<file path="src/rtl/spram_wb_pkg.sv">
// Shared types for the single-port RAM Wishbone arbiter: FSM states and the
// per-master request bundle.
package spram_wb_pkg;

    localparam int NUM_MASTERS = 2;

    typedef enum logic {
        IDLE = 1'b0,
        RESP = 1'b1
    } arb_state_t;

    typedef struct packed {
        logic        cyc;
        logic        stb;
        logic        we;
        logic [3:0]  sel;
        logic [31:0] adr;
        logic [31:0] wdat;
    } wb_req_t;

endpackage

</file>
<file path="src/rtl/spram_wb_arbiter_rr.sv">
// Two-request round-robin picker. On a tie the requester that did not win
// last time is chosen; the history only moves when adv_i is high.
module rr_arbiter2 (
    input  logic       clk,
    input  logic       rst_n,
    input  logic [1:0] req_i,
    input  logic       adv_i,
    output logic       valid_o,
    output logic       winner_o
);

    logic last_q;

    always_comb begin
        valid_o  = |req_i;
        winner_o = 1'b0;
        case (req_i)
            2'b10:   winner_o = 1'b1;
            2'b11:   winner_o = ~last_q;
            default: winner_o = 1'b0;
        endcase
    end

    // Reset history points at requester 1 so requester 0 wins the first tie.
    always_ff @(posedge clk or negedge rst_n) begin
        if (!rst_n) begin
            last_q <= 1'b1;
        end else if (adv_i && valid_o) begin
            last_q <= winner_o;
        end
    end

endmodule

</file>
<file path="src/rtl/spram_wb_arbiter.sv">
// Shares one single-port synchronous RAM between two Wishbone classic masters,
// one access every two cycles. Define SPRAM_WB_ARB_ERR_EN for out-of-window err.
module spram_wb_arbiter
    import spram_wb_pkg::*;
#(
    parameter int unsigned SIZE       = 'h80,
    parameter int unsigned ADDR_WIDTH = $clog2(SIZE) - 2,
    parameter logic [31:0] BASE_ADDR  = 32'h0
) (
    input  logic                  clk,
    input  logic                  rst_n,
    input  logic                  m0_cyc,
    input  logic                  m0_stb,
    input  logic                  m0_we,
    input  logic [3:0]            m0_sel,
    input  logic [31:0]           m0_adr,
    input  logic [31:0]           m0_wdat,
    output logic [31:0]           m0_rdat,
    output logic                  m0_ack,
    input  logic                  m1_cyc,
    input  logic                  m1_stb,
    input  logic                  m1_we,
    input  logic [3:0]            m1_sel,
    input  logic [31:0]           m1_adr,
    input  logic [31:0]           m1_wdat,
    output logic [31:0]           m1_rdat,
    output logic                  m1_ack,
`ifdef SPRAM_WB_ARB_ERR_EN
    output logic                  m0_err,
    output logic                  m1_err,
`endif
    output logic [ADDR_WIDTH-1:0] ram_addr,
    output logic                  ram_ce,
    output logic [3:0]            ram_we,
    output logic [31:0]           ram_d,
    input  logic [31:0]           ram_q
);

    wb_req_t                  req [NUM_MASTERS];
    logic [NUM_MASTERS-1:0]   req_vec;
    wb_req_t                  win_req;
    logic                     arb_valid;
    logic                     arb_winner;
    logic                     arb_adv;
    arb_state_t               state_q, state_d;
    logic                     owner_q, owner_d;
    logic [NUM_MASTERS-1:0]   ack_v;
    logic [31:0]              rdat_v [NUM_MASTERS];
    logic                     addr_hit;
    logic                     unused_bits;

    assign req[0] = '{cyc: m0_cyc, stb: m0_stb, we: m0_we, sel: m0_sel, adr: m0_adr, wdat: m0_wdat};
    assign req[1] = '{cyc: m1_cyc, stb: m1_stb, we: m1_we, sel: m1_sel, adr: m1_adr, wdat: m1_wdat};

    generate
        for (genvar gi = 0; gi < NUM_MASTERS; gi++) begin : g_req
            assign req_vec[gi] = req[gi].cyc & req[gi].stb;
        end
    endgenerate

    rr_arbiter2 u_arb (
        .clk      (clk),
        .rst_n    (rst_n),
        .req_i    (req_vec),
        .adv_i    (arb_adv),
        .valid_o  (arb_valid),
        .winner_o (arb_winner)
    );

    assign win_req = req[arb_winner];

`ifdef SPRAM_WB_ARB_ERR_EN
    localparam int unsigned OFF_W = $clog2(SIZE);
    logic                   err_q, err_d;
    logic [NUM_MASTERS-1:0] err_v;
    assign addr_hit = (win_req.adr[31:OFF_W] == BASE_ADDR[31:OFF_W]);
    assign m0_err   = err_v[0];
    assign m1_err   = err_v[1];
`else
    // Without the window check the RAM aliases across the whole address space.
    assign addr_hit = 1'b1;
`endif

    assign unused_bits = ^{win_req.cyc, win_req.stb, win_req.adr[1:0],
                           win_req.adr[31:ADDR_WIDTH+2], BASE_ADDR};

    always_ff @(posedge clk or negedge rst_n) begin
        if (!rst_n) begin
            state_q <= IDLE;
            owner_q <= 1'b0;
`ifdef SPRAM_WB_ARB_ERR_EN
            err_q   <= 1'b0;
`endif
        end else begin
            state_q <= state_d;
            owner_q <= owner_d;
`ifdef SPRAM_WB_ARB_ERR_EN
            err_q   <= err_d;
`endif
        end
    end

    // RAM strobes are combinational in IDLE; gating on rst_n makes them drop
    // the instant reset asserts, not at the next edge.
    always_comb begin
        state_d   = state_q;
        owner_d   = owner_q;
        arb_adv   = 1'b0;
        ram_ce    = 1'b0;
        ram_we    = 4'b0;
        ram_addr  = '0;
        ram_d     = '0;
        ack_v     = '0;
        rdat_v[0] = '0;
        rdat_v[1] = '0;
`ifdef SPRAM_WB_ARB_ERR_EN
        err_d     = err_q;
        err_v     = '0;
`endif
        if (rst_n) begin
            case (state_q)
                IDLE: begin
                    if (arb_valid) begin
                        arb_adv  = 1'b1;
                        ram_ce   = addr_hit;
                        ram_addr = win_req.adr[ADDR_WIDTH+1:2];
                        ram_we   = (win_req.we && addr_hit) ? win_req.sel : 4'b0;
                        ram_d    = win_req.wdat;
                        owner_d  = arb_winner;
                        state_d  = RESP;
`ifdef SPRAM_WB_ARB_ERR_EN
                        err_d    = ~addr_hit;
`endif
                    end
                end
                RESP: begin
                    state_d = IDLE;
`ifdef SPRAM_WB_ARB_ERR_EN
                    if (err_q) begin
                        err_v[owner_q] = req_vec[owner_q];
                    end else begin
                        ack_v[owner_q]  = req_vec[owner_q];
                        rdat_v[owner_q] = ram_q;
                    end
`else
                    ack_v[owner_q]  = req_vec[owner_q];
                    rdat_v[owner_q] = ram_q;
`endif
                end
                default: state_d = IDLE;
            endcase
        end
    end

    assign m0_ack  = ack_v[0];
    assign m1_ack  = ack_v[1];
    assign m0_rdat = rdat_v[0];
    assign m1_rdat = rdat_v[1];

endmodule

</file>
<file path="config.mk">
export PLATFORM = sky130hd
export DESIGN_NAME = spram_wb_arbiter
export DESIGN_NICKNAME = d
export VERILOG_FILES = /design/src/rtl/spram_wb_pkg.sv /design/src/rtl/spram_wb_arbiter_rr.sv /design/src/rtl/spram_wb_arbiter.sv
export SDC_FILE = /design/constraint.sdc
export NUM_CORES = 1
export LEC_CHECK = 0
export ABC_AREA = 1
export ABC_CLOCK_PERIOD_IN_PS = 2000
export BUFFER_PORTS_ARGS = -buffer_cell sky130_fd_sc_hd__buf_2
export CAP_MARGIN = 20
export CELL_PAD_IN_SITES_DETAIL_PLACEMENT = 0
export CELL_PAD_IN_SITES_GLOBAL_PLACEMENT = 1
export CORE_AREA = 8 8 114 116
export DETAILED_ROUTE_END_ITERATION = 10
export DIE_AREA = 0 0 122 124
export PLACE_DENSITY_LB_ADDON = 0.1
export SYNTH_ARGS = -nofsm -noshare
export SYNTH_HDL_FRONTEND = slang
export SYNTH_SLANG_ARGS = --single-unit
</file>
<file path="constraint.sdc">
create_clock -name clk -period 2 [get_ports clk]
set_clock_uncertainty 0.2 [all_clocks]
set_input_delay 0.3 -clock clk [delete_from_list [all_inputs] [get_ports clk]]
set_output_delay 0.3 -clock clk [all_outputs]
set_load 0.005 [all_outputs]
</file>
## Word level (Yosys, flattened, before mapping)

Index checks and enable logic that the tools add are counted.

- Bits in registers: 3
- Output and inout bits: 108
- Word-level logic and storage cells: 51

- Eq/ne operators: 2
- Bitwise operators: 8
- Reductions and logical operators: 5
- Multiplexer cells: 28
- Order comparisons: 5

Operators by type and width:

| operator | count |
|---|---|
| $mux W69 | 3 |
| $mux W32 | 4 |
| $mux W64 | 2 |
| $and A64 B64 Y64 | 1 |
| $demux W32 S1 | 1 |
| $mux W4 | 4 |
| $mux W5 | 3 |
| $mux W1 | 6 |
| $eq A2 B2 Y1 const B | 2 |
| $ge A2 B2 Y1 const B | 2 |
| $mux W2 | 2 |
| $not A1 Y2 | 2 |
| $pmux W1 S2 | 2 |
| $logic_and A1 B1 Y1 | 3 |
| $reduce_and A3 Y1 | 1 |
| $and A1 B1 Y1 | 2 |
| $and A2 B2 Y2 | 1 |
| $lt A1 B2 Y1 const B | 1 |
| $lt A2 B1 Y1 const B | 1 |
| $not A1 Y1 | 2 |
| $reduce_or A2 Y1 | 1 |
| $demux W1 S1 | 1 |
| $ge A1 B1 Y1 const B | 1 |

## Depth between registers and ports, before layout

- Word-level depth: 11
- Mapped depth: 8

## Cells and area by module

A second synthesis with hierarchy kept.

- Cells, all modules: 346
- Area, all modules: 1427.6 um^2

Modules (own cells, without submodules):

| module | cells each | area an instance (um^2) | instances |
|---|---|---|---|
| spram_wb_arbiter | 338 | 1366.3 | 1 |
| rr_arbiter2 | 8 | 61.3 | 1 |

## Worst setup path before layout

Ideal clock, no wire load.

- Path kind: reg-to-output
- Start: reg u_arb.last_q
- End: out ram_addr[0]
- Buffers on the path: 2
- Stages on the path, launching flop included: 8
- Setup slack: 0.321 ns
- Arrival: 1.179 ns
- Path through: dfstp_2 > nand3_2 > nand2_4 > inv_2 > buf_6 > buf_12 > nor2_2 > nor2_1

- Word-level cells in the longest chain between the ends: 9

Ends and longest elaborated chain:

| item | line | RTL |
|---|---|---|
| start, declared | spram_wb_arbiter_rr.sv:12 | `logic last_q;` |
| start signal, assigned | spram_wb_arbiter_rr.sv:29 | `last_q <= winner_o;` |
| $not A1 Y1 | spram_wb_arbiter_rr.sv:19 | `2'b11: winner_o = ~last_q;` |
| $pmux W1 S2 | spram_wb_arbiter_rr.sv:17 | `case (req_i)` |
| $not A1 Y2 (implied by the code) | spram_wb_arbiter.sv:70 | `assign win_req = req[arb_winner];` |
| $mux W69 (implied by the code) (3 in series) | spram_wb_arbiter.sv:70 |  |
| $mux W5 | spram_wb_arbiter.sv:123 | `if (arb_valid) begin` |
| $mux W5 | spram_wb_arbiter.sv:121 | `case (state_q)` |
| $mux W5 | spram_wb_arbiter.sv:120 | `if (rst_n) begin` |
| end, declared | spram_wb_arbiter.sv:32 | `output logic [ADDR_WIDTH-1:0] ram_addr,` |

No other way between the ends. The select of a mux whose other input is x is not followed.

## Worst setup path in the final report

- Start: reg u_arb.last_q
- End: out ram_we[0]

- Word-level cells in the longest chain between the ends: 10

Ends and longest elaborated chain:

| item | line | RTL |
|---|---|---|
| $not A1 Y1 | spram_wb_arbiter_rr.sv:19 |  |
| $pmux W1 S2 | spram_wb_arbiter_rr.sv:17 |  |
| $not A1 Y2 (implied by the code) | spram_wb_arbiter.sv:70 |  |
| $mux W69 (implied by the code) (3 in series) | spram_wb_arbiter.sv:70 |  |
| $mux W4 | spram_wb_arbiter.sv:127 | `ram_we = (win_req.we && addr_hit) ? win_req.sel : 4'b0;` |
| $mux W4 | spram_wb_arbiter.sv:123 |  |
| $mux W4 | spram_wb_arbiter.sv:121 |  |
| $mux W4 | spram_wb_arbiter.sv:120 |  |
| end, declared | spram_wb_arbiter.sv:34 | `output logic [3:0] ram_we,` |

No other way between the ends. The select of a mux whose other input is x is not followed.

==> reports/qor.csv <==
stage,metric,value,unit
worst_setup_path,Worst Path Arrival,1.50,ns
placed_design,routability cong.,0.7227,
sta,crit share post-route,0.9979,
synthesis,post-synth cell types,22,
worst_setup_path,class of the most critical setup path,register to primary output,
route,final WL,9.360,mm
global_route,global-route wire length before repair,12.27,mm
synthesis,Mapped Area,0.001323,mm2
sta,unrepaired setup endpoints after global routing,true,
route,Final ANT Viol Nets,0,
floorplan,total core area,0.01117,mm2
power_and_ir_drop,Leak Pwr,2.000,nW
sta,Max Fclk,501.1,MHz
global_route,gr usage total,0.09935,
synthesis,Synth warnings,0,
global_route,vias in the first global route,2451,
synthesis,syn nets,449,
finish,fin util,0.2855,
clocking,CTS sink count,3,
worst_setup_path,crit path max fanout,5,
sta,worst slew pin tran,0.3040,ns
floorplan,initial core utilization,0.1184,
finish,register area,76.32,um2
synthesis,gate count after technology mapping,273,
route,1st-iter DRT viols,63,
global_route,largest net degree at the start of global routing,36,
placed_design,Placed Area,0.002624,mm2
synthesis,"area leader, netlist",nor2_1,
floorplan,Core Rows,39,
power_and_ir_drop,Peak VDD IR,0.2691,mV
route,drt via density,3.808,
route,DR vias,2513,
route,DR WL/cell,14.18,um
clocking,H-Tree Depth,1,
clocking,CTS tree,built,
sta,Period minus WS final,1.996,ns
sta,Finish-stage setup viols,0,
clocking,Worst-Skew Late Latency,0.23,ns
clocking,clock-pin slew of the registers on the worst-case setup and hold paths,0.03,ns
worst_setup_path,crit start category,register,
clocking,TritonCTS buffer count,3,
synthesis,sequential area share after synthesis,0.05771,
synthesis,synthesized area per cell,4.844,um2
run,Max Cap Violations,0,
placed_design,Final HPWL DP,6.761,mm
route,Initial DRT Pass Iterations,4,
global_route,GRT overflow,0,
power_and_ir_drop,power density over cell area,331.6,mW/mm2
sta,Slew HR,0.7954,
clocking,root buf cell,clkbuf_16,
floorplan,die area,0.01513,mm2
outcome,outcome,completed,
worst_setup_path,crit path capture type,primary output,
finish,Fill cells,1260,
sta,Hold WS,0.2019,ns
finish,multi-input logic area,0.001066,mm2
finish,share of layout cells above drive strength 1,0.6209,
placed_design,Buffers on Ports,229,
floorplan,Die Y,124,um
finish,post-route cell area,0.003191,mm2
power_and_ir_drop,Total Power,1.058,mW
finish,"commonest non-fill, non-tap cell in the layout",buf_2,
clocking,clk buf depth,2,
synthesis,"FF+latch count, synth",3,
finish,P&R area growth vs syn,141.2,%
worst_setup_path,required time of the critical path,1.50,ns
finish,NumNets Final,694,
floorplan,io pins,284,
floorplan,Die X,122,um
synthesis,post-synth top area share,0.3463,
finish,most frequent cells in the layout,"229 x buf_2, 105 x nor2_1, 41 x inv_1",
route,DRC violations left,0,
sta,"Slew Viols, Final",0,
sta,Fin. Hold Viols,0,
min_path,HP Class,primary input to register,
global_route,initial antenna violation count,0,
synthesis,Synth area leaders,"nor2_1 35%, o21ai_1 12%, inv_1 12%, nor2_2 9.5%, buf_6 4.3%",
finish,total inserted antenna cells,0,
cell usage after synthesis:
master	instances
buf_6	5
dfstp_2	1
nand2_4	1
nand2_1	11
nor2_2	20
inv_1	41
clkinv_4	1
nand2_2	2
nor4_1	2
nor2_1	122
o21ai_1	31
clkbuf_1	6
nand3_2	1
buf_2	4
buf_4	1
dfrtp_1	2
nand3_1	8
a21oi_4	1
inv_2	2
o21ai_0	8
o21bai_1	1
buf_12	2
sequential cells by signal, indices dropped and copies added (netlist names):
signal	cells
owner_q	1
state_q	1
u_arb.last_q	1
logic make-up (layout without fill, tap and decap cells):
kind of cell,Yosys count,after routing,synth area share
and+or+nand+nor,167,167,0.5374
buffers and inverters,62,306,0.2394
AOI/OAI and AO/OA,41,41,0.1656
DFF,3,3,0.05772
metal layers:
layer | wire, um | global-route usage | part of all wire
met1 | 3537 | 0.1015 | 0.38
met2 | 4832 | 0.1954 | 0.52
met4 | 33 | 0.01388 | 0.0035
met5 | 0 | 0 | 0
met3 | 956 | 0.03218 | 0.10
critical path: stages (launching register included):
cell and delay, ns:
dfstp_2 0.55, nand3_4 0.10, buf_4 0.17, nand3_1 0.11, nand3_4 0.12, nor2_2 0.11
buf_2 0.11
final timing paths:
path | startpoint | end | slack, ns | depth (start not counted)
setup / recovery | u_arb.last_q | ram_we[0] | 0.004 | 6
max in group asynchronous | rst_n | u_arb.last_q | 1.01 | 3
hold / removal | rst_n | state_q | 0.20 | 3
hold reg to reg | u_arb.last_q | u_arb.last_q | 0.31 | 2
setup reg to reg | state_q | owner_q | 0.42 | 8
min in group asynchronous | rst_n | state_q | 0.37 | 3
report_power, final:
group	internal [mW]	switching, mW	total [mW]
Combinational	0.334	0.318	0.652
Clock	0.263	0.0572	0.320
Sequential	0.0747	0.0104	0.0851
Total	0.672	0.386	1.06
stage by stage:
stage	cells	worst slack [ns]	setup TNS, ns
after floorplan	273	0.3213	0
after global placement	635	0.1353	0
after detailed placement	635	0.1441	0
after CTS	648	-0.03179	-0.1468
after global routing	660	-0.07545	-2.222
final	660	0.004276	0
layout make-up:
cell class | instances | area share
clock buffers | 4 | 0.02471
repair buffers | 258 | 0.5055
inverters | 44 | 0.05569
flip-flops and latches | 3 | 0.02392
well taps | 143 | 0.05608
multi-input cells | 208 | 0.3341
timing repair:
item | in CTS | in global routing
hold buffers | 1 | 0
resized for setup | 9 | 46
setup endpoints to repair | 41 | 41
pin swaps | 1 | 12
hold endpoints to repair | 3 | 0
setup buffers | 7 | 5
cloned | 1 | 9
Power figures use the tool's default switching activity.
